### src/rtl/ssd_scan_ctrl.sv
// Multiplexed seven-segment scanner for an N-digit display.
// A free-running slot counter steps through the digits. Display inputs are
// captured once per frame so a digit cannot change halfway through a scan.
// Each slot begins with a dead time and then applies a PWM brightness window.
// Digits can be disabled individually, and leading zeros can be blanked.
module ssd_scan_ctrl #(
    parameter int NUM_DIGITS  = 8,
    parameter int SCAN_LOG2   = 18,
    parameter int DEAD_CYCLES = 256,
    parameter int BRIGHT_W    = 4,
    parameter int ACTIVE_LOW  = 1,
    localparam int IDX_W      = (NUM_DIGITS > 1) ? $clog2(NUM_DIGITS) : 1
) (
    input  logic                    ClkPort,
    input  logic                    Reset,
    input  logic [4*NUM_DIGITS-1:0] digits,
    input  logic [NUM_DIGITS-1:0]   dp_in,
    input  logic [NUM_DIGITS-1:0]   digit_en,
    input  logic                    blank_lz,
    input  logic [BRIGHT_W-1:0]     brightness,
    output logic [NUM_DIGITS-1:0]   An,
    output logic [7:0]              Cath,
    output logic [IDX_W-1:0]        scan_idx,
    output logic                    frame_tick
);

    localparam logic [IDX_W-1:0]      LAST_IDX = IDX_W'(NUM_DIGITS - 1);
    localparam logic [SCAN_LOG2-1:0]  DEAD_C   = SCAN_LOG2'(DEAD_CYCLES);
    localparam logic [NUM_DIGITS-1:0] AN_OFF   = (ACTIVE_LOW != 0) ? '1 : '0;
    localparam logic [7:0]            CATH_OFF = (ACTIVE_LOW != 0) ? 8'hFF : 8'h00;

    logic [SCAN_LOG2-1:0]  cnt;
    logic                  started;
    logic [4*NUM_DIGITS-1:0] digits_s;
    logic [NUM_DIGITS-1:0] dp_s;
    logic [NUM_DIGITS-1:0] digit_en_s;
    logic                  blank_lz_s;
    logic [BRIGHT_W-1:0]   brightness_s;

    logic                  slot_end;
    logic                  frame_start;
    logic [NUM_DIGITS-1:0] lz_mask;
    logic                  lz_run;
    logic [3:0]            cur_nib;
    logic [6:0]            seg;
    logic [7:0]            cath_hi;
    logic                  an_on;
    logic [NUM_DIGITS-1:0] an_hi;

    assign slot_end    = &cnt;
    assign frame_start = !started || (slot_end && (scan_idx == LAST_IDX));

    // Slot counter and digit index; 'started' marks the first cycle after reset as a frame start
    always_ff @(posedge ClkPort or negedge Reset) begin
        if (!Reset) begin
            cnt      <= '0;
            scan_idx <= '0;
            started  <= 1'b0;
        end else begin
            cnt     <= cnt + 1'b1;
            started <= 1'b1;
            if (slot_end) begin
                scan_idx <= (scan_idx == LAST_IDX) ? '0 : scan_idx + 1'b1;
            end
        end
    end

    // Per-frame snapshot of every display input, plus the one-cycle frame pulse
    always_ff @(posedge ClkPort or negedge Reset) begin
        if (!Reset) begin
            digits_s     <= '0;
            dp_s         <= '0;
            digit_en_s   <= '0;
            blank_lz_s   <= 1'b0;
            brightness_s <= '0;
            frame_tick   <= 1'b0;
        end else begin
            frame_tick <= frame_start;
            if (frame_start) begin
                digits_s     <= digits;
                dp_s         <= dp_in;
                digit_en_s   <= digit_en;
                blank_lz_s   <= blank_lz;
                brightness_s <= brightness;
            end
        end
    end

    // Leading-zero mask: walk down from the top digit while every nibble seen so far is zero
    always_comb begin
        lz_run  = 1'b1;
        lz_mask = '0;
        for (int i = NUM_DIGITS - 1; i >= 0; i--) begin
            lz_run     = lz_run & (digits_s[4*i +: 4] == 4'd0);
            lz_mask[i] = blank_lz_s & lz_run & (i != 0);
        end
    end

    // Hex glyph for the addressed digit, {a,b,c,d,e,f,g} asserted high
    always_comb begin
        cur_nib = digits_s[4*scan_idx +: 4];
        seg     = 7'b0000000;
        case (cur_nib)
            4'h0: seg = 7'b1111110;
            4'h1: seg = 7'b0110000;
            4'h2: seg = 7'b1101101;
            4'h3: seg = 7'b1111001;
            4'h4: seg = 7'b0110011;
            4'h5: seg = 7'b1011011;
            4'h6: seg = 7'b1011111;
            4'h7: seg = 7'b1110000;
            4'h8: seg = 7'b1111111;
            4'h9: seg = 7'b1111011;
            4'hA: seg = 7'b1110111;
            4'hB: seg = 7'b0011111;
            4'hC: seg = 7'b1001110;
            4'hD: seg = 7'b0111101;
            4'hE: seg = 7'b1001111;
            4'hF: seg = 7'b1000111;
            default: seg = 7'b0000000;
        endcase
    end

    // Cathode and anode values before polarity; disabled digits go fully dark, lz-blanked digits keep dp
    always_comb begin
        cath_hi = 8'h00;
        if (!digit_en_s[scan_idx]) begin
            cath_hi = 8'h00;
        end else if (lz_mask[scan_idx]) begin
            cath_hi = {7'b0000000, dp_s[scan_idx]};
        end else begin
            cath_hi = {seg, dp_s[scan_idx]};
        end
        an_on = (cnt >= DEAD_C) && (cnt[SCAN_LOG2-1 -: BRIGHT_W] < brightness_s);
        an_hi = '0;
        if (an_on) begin
            an_hi[scan_idx] = 1'b1;
        end
    end

    // Registered pin drivers with output polarity applied
    always_ff @(posedge ClkPort or negedge Reset) begin
        if (!Reset) begin
            An   <= AN_OFF;
            Cath <= CATH_OFF;
        end else begin
            An   <= an_hi ^ AN_OFF;
            Cath <= cath_hi ^ CATH_OFF;
        end
    end

endmodule
### config.mk
export PLATFORM = sky130hd
export DESIGN_NAME = ssd_scan_ctrl
export DESIGN_NICKNAME = d
export VERILOG_FILES = /design/src/rtl/ssd_scan_ctrl.sv
export SDC_FILE = /design/constraint.sdc
export NUM_CORES = 1
export LEC_CHECK = 0
export BUFFER_PORTS_ARGS = -buffer_cell sky130_fd_sc_hd__buf_2
export CORE_UTILIZATION = 35
export DETAILED_ROUTE_END_ITERATION = 12
export SLEW_MARGIN = 20
export SYNTH_ARGS = -nofsm -noshare
export SYNTH_HDL_FRONTEND = slang
export SYNTH_SLANG_ARGS = --single-unit
### constraint.sdc
create_clock -name ClkPort -period 5.3 [get_ports ClkPort]
set_input_delay 1.59 -clock ClkPort [delete_from_list [all_inputs] [get_ports ClkPort]]
set_output_delay 1.59 -clock ClkPort [all_outputs]
set_load 0.005 [all_outputs]
==> flow_summary.json <==
{
  "antenna_left": 0,
  "slowest_stage": "dfrtp_1",
  "cts.htree.levels": 3,
  "p_seq_share_pct": 48.9,
  "wire_per_inst_microns": 15.5,
  "p_per_area_mw_per_mm2": 306,
  "maxSlewHeadroom_pct": 36.2,
  "async_flop_share_pct": 100,
  "fp.dieW_microns": 115,
  "cts_hold_repair.buffers": 0,
  "drc_errors": 0,
  "core_area_sq_mm": 0.0126,
  "floorplan.rows": 41,
  "pwr-share-comb_pct": 11.6,
  "rsz0062_at_grt": "no",
  "clockRootBuffer": "clkbuf_16",
  "die_area_sq_mm": 0.0133,
  "min_period_ns": 3.04,
  "synthFlopType": "dfrtp_1",
  "yosys.area.top_type_share_pct": 42.3,
  "antenna_found_initial": 0,
  "yosysWarningCount": 0,
  "ys_ff_latch": 92,
  "grt_max_degree": 93,
  "cp.required_ns": 3.71,
  "cts_setup_buffers": 0,
  "cts_resized": 0,
  "netSwitchingFraction_pct": 24.0,
  "critPathKind": "flip-flop to primary output",
  "ys_seq_area_share_pct": 51.6,
  "cp-end-kind": "primary output",
  "clkPwrFrac_pct": 39.5,
  "fin_tns_setup_ns": 0,
  "clock_latency_ns": 0.34,
  "initial_core_util_pct": 35.8,
  "syn_nets": 388,
  "drt_iter0_markers": 123,
  "yosys.area.top_type": "dfrtp_1",
  "synthTopCellsByArea": "dfrtp_1 42%, mux2_4 16%, dfstp_2 9.3%",
  "syn_area_sq_mm": 0.00450,
  "globalRouteTotalUtil_pct": 14.6,
  "place.port_buffers": 74,
  "crit_cells": 1,
  "vias_per_cell": 4.76,
  "period_share_pct": 57.4,
  "grt_pass1_wl_microns": 14500,
  "gp_congestion": 0.789,
  "p_leak_uw": 0.00238,
  "cts_tree": "done",
  "cp_top_family": "flip-flops",
  "yosysUniqueCellTypes": 45,
  "hp-class": "flip-flop to flip-flop",
  "critical_path_arrival_ns": 1.45,
  "syn_area_per_cell_sq_um": 14.1,
  "path_max_fanout": 21,
  "cp_slowest_stage_delay_ns": 0.87,
  "tightestPinTransition_ns": 0.957,
  "cts_buffers": 9,
  "synth_edf_count": 0,
  "fill_cells": 1157,
  "setup_violations": 0,
  "overflow": 0,
  "dieHeight_microns": 115,
  "whs_path_depth": 1,
  "hold_viol": 0,
  "ios": 75,
  "vias": 2717,
  "ir_drop_mv": 0.140,
  "crit_buf_inv": 1,
  "intPower_uw": 1240,
  "clk_pin_slew_ns": 0.06,
  "holdWs_ns": 0.476,
  "slew_violations": 0,
  "switching_power_uw": 390,
  "worst-r2r-cell-count": 9,
  "grt_pass1_vias": 2715,
  "worstPathCellList": "buf_2",
  "first_pass_iters": 4,
  "fmax_mhz": 329,
  "clk_path_buf_depth": 2,
  "status": "finished, final reports clean",
  "critPathLaunchType": "flip-flop",
  "dp_hpwl_microns": 6240,
  "drive_gt1_share_pct": 46.4,
  "syn2layout_area_growth_pct": 18.0,
  "syn_inst": 320,
  "finalNetCount": 462,
  "skew_ns": 0.00932,
  "cts_sinks": 92,
  "diodes": 0,
  "drv_cap": 0,
  "wl_microns": 8830
}
[per-layer routing]
layer	track usage, %	wire, microns	vias up
met4	7.01	168	0
met1	21.2	4340	1334
met2	20.6	3910	69
met5	0	0	-
li1	-	-	1303
met3	2.90	405	11
[cells in the mapped netlist, drive strengths merged, types with 4 or more instances]
library cell and number:
inv 11, a21oi 4, mux4 9, nor2 12
xor2 4, buf 12, ha 13, mux2 57
dfrtp 76, o211ai 5, nor4 9, xnor2 12
dfstp 16, nand2 15, nand3 18, mux2i 13
[registers in the layout, summed over array words and instances, names as in the netlist]
name          cells
digits_s         32
cnt              18
An                8
Cath              8
digit_en_s        8
dp_s              8
brightness_s      4
scan_idx          3
blank_lz_s        1
frame_tick        1
started           1
[layout by cell type, fill, tap and decap left out, drive strengths merged, types with 2 or more instances in the layout]
cell      synthesis  layout
nor2b             2       2
a211oi            3       3
and4              2       2
dfstp            16      16
xor2              4       4
clkbuf            1       9
nand3            18      18
inv              11      12
clkinv            0       2
nand2            15      15
or2               3       3
and2              2       2
clkinvlp          0       3
mux2             57      57
mux2i            13      13
buf              12      76
mux4              9       9
nand4             3       3
a21oi             4       4
ha               13      13
o211ai            5       5
xnor2            12      12
a21o              2       2
o21ai             3       3
nor4              9       9
dfrtp            76      76
nor2             12      12
[final timing paths]
check,from,end,slack (ns)
worst max-delay path,scan_idx[1],scan_idx[1],2.26
worst min-delay path,cnt[0],cnt[0],0.48
worst max register to register,scan_idx[0],Cath[2],2.48
worst min register to register,cnt[0],cnt[0],0.48
max in group asynchronous,Reset,digits_s[3],3.43
min in group asynchronous,Reset,dp_s[3],1.33
[power groups by stage]
stage | Combinational, uW | Clock [uW] | Sequential, uW
after floorplan | 130 | 0 | 794
after global placement | 186 | 0 | 808
after detailed placement | 191 | 0 | 807
after CTS | 192 | 659 | 796
after global routing | 208 | 688 | 801
final | 189 | 643 | 795
[logic make-up (layout without fill, tap and decap cells)]
family,after synthesis,count (layout),share of synthesized area [%]
xor+xnor,16,16,3.11
buf+inv,24,103,3.11
simple gates,71,71,8.48
flops,92,92,51.6
other cells,1,1,0.0833
fa+ha+maj,13,13,3.61
compound gates,24,24,4.17
mux,79,79,25.8
[final cells by class]
cell class	instances	area, sq um	area share [%]
clock inverters	7	75.1	1.41
repair buffers	76	392	7.38
multi-input cells	204	2040	38.4
flip-flops and latches	92	2320	43.7
well taps	172	215	4.05
inverters	11	41.3	0.778
clock buffers	9	225	4.24
[through the flow]
step                      instances  util (%)  worst slack, ns  cell area [sq um]  power (uW)
after floorplan                 320         -             3.02               4500         924
after global placement          555      39.8             2.60               5000         994
after detailed placement        555      39.9             2.52               5010         999
after CTS                       571      42.2             2.25               5310        1650
after global routing            571      42.2             2.19               5310        1700
final                           571      42.2             2.26               5310        1630
No activity file was read; power rests on OpenSTA's default activity.
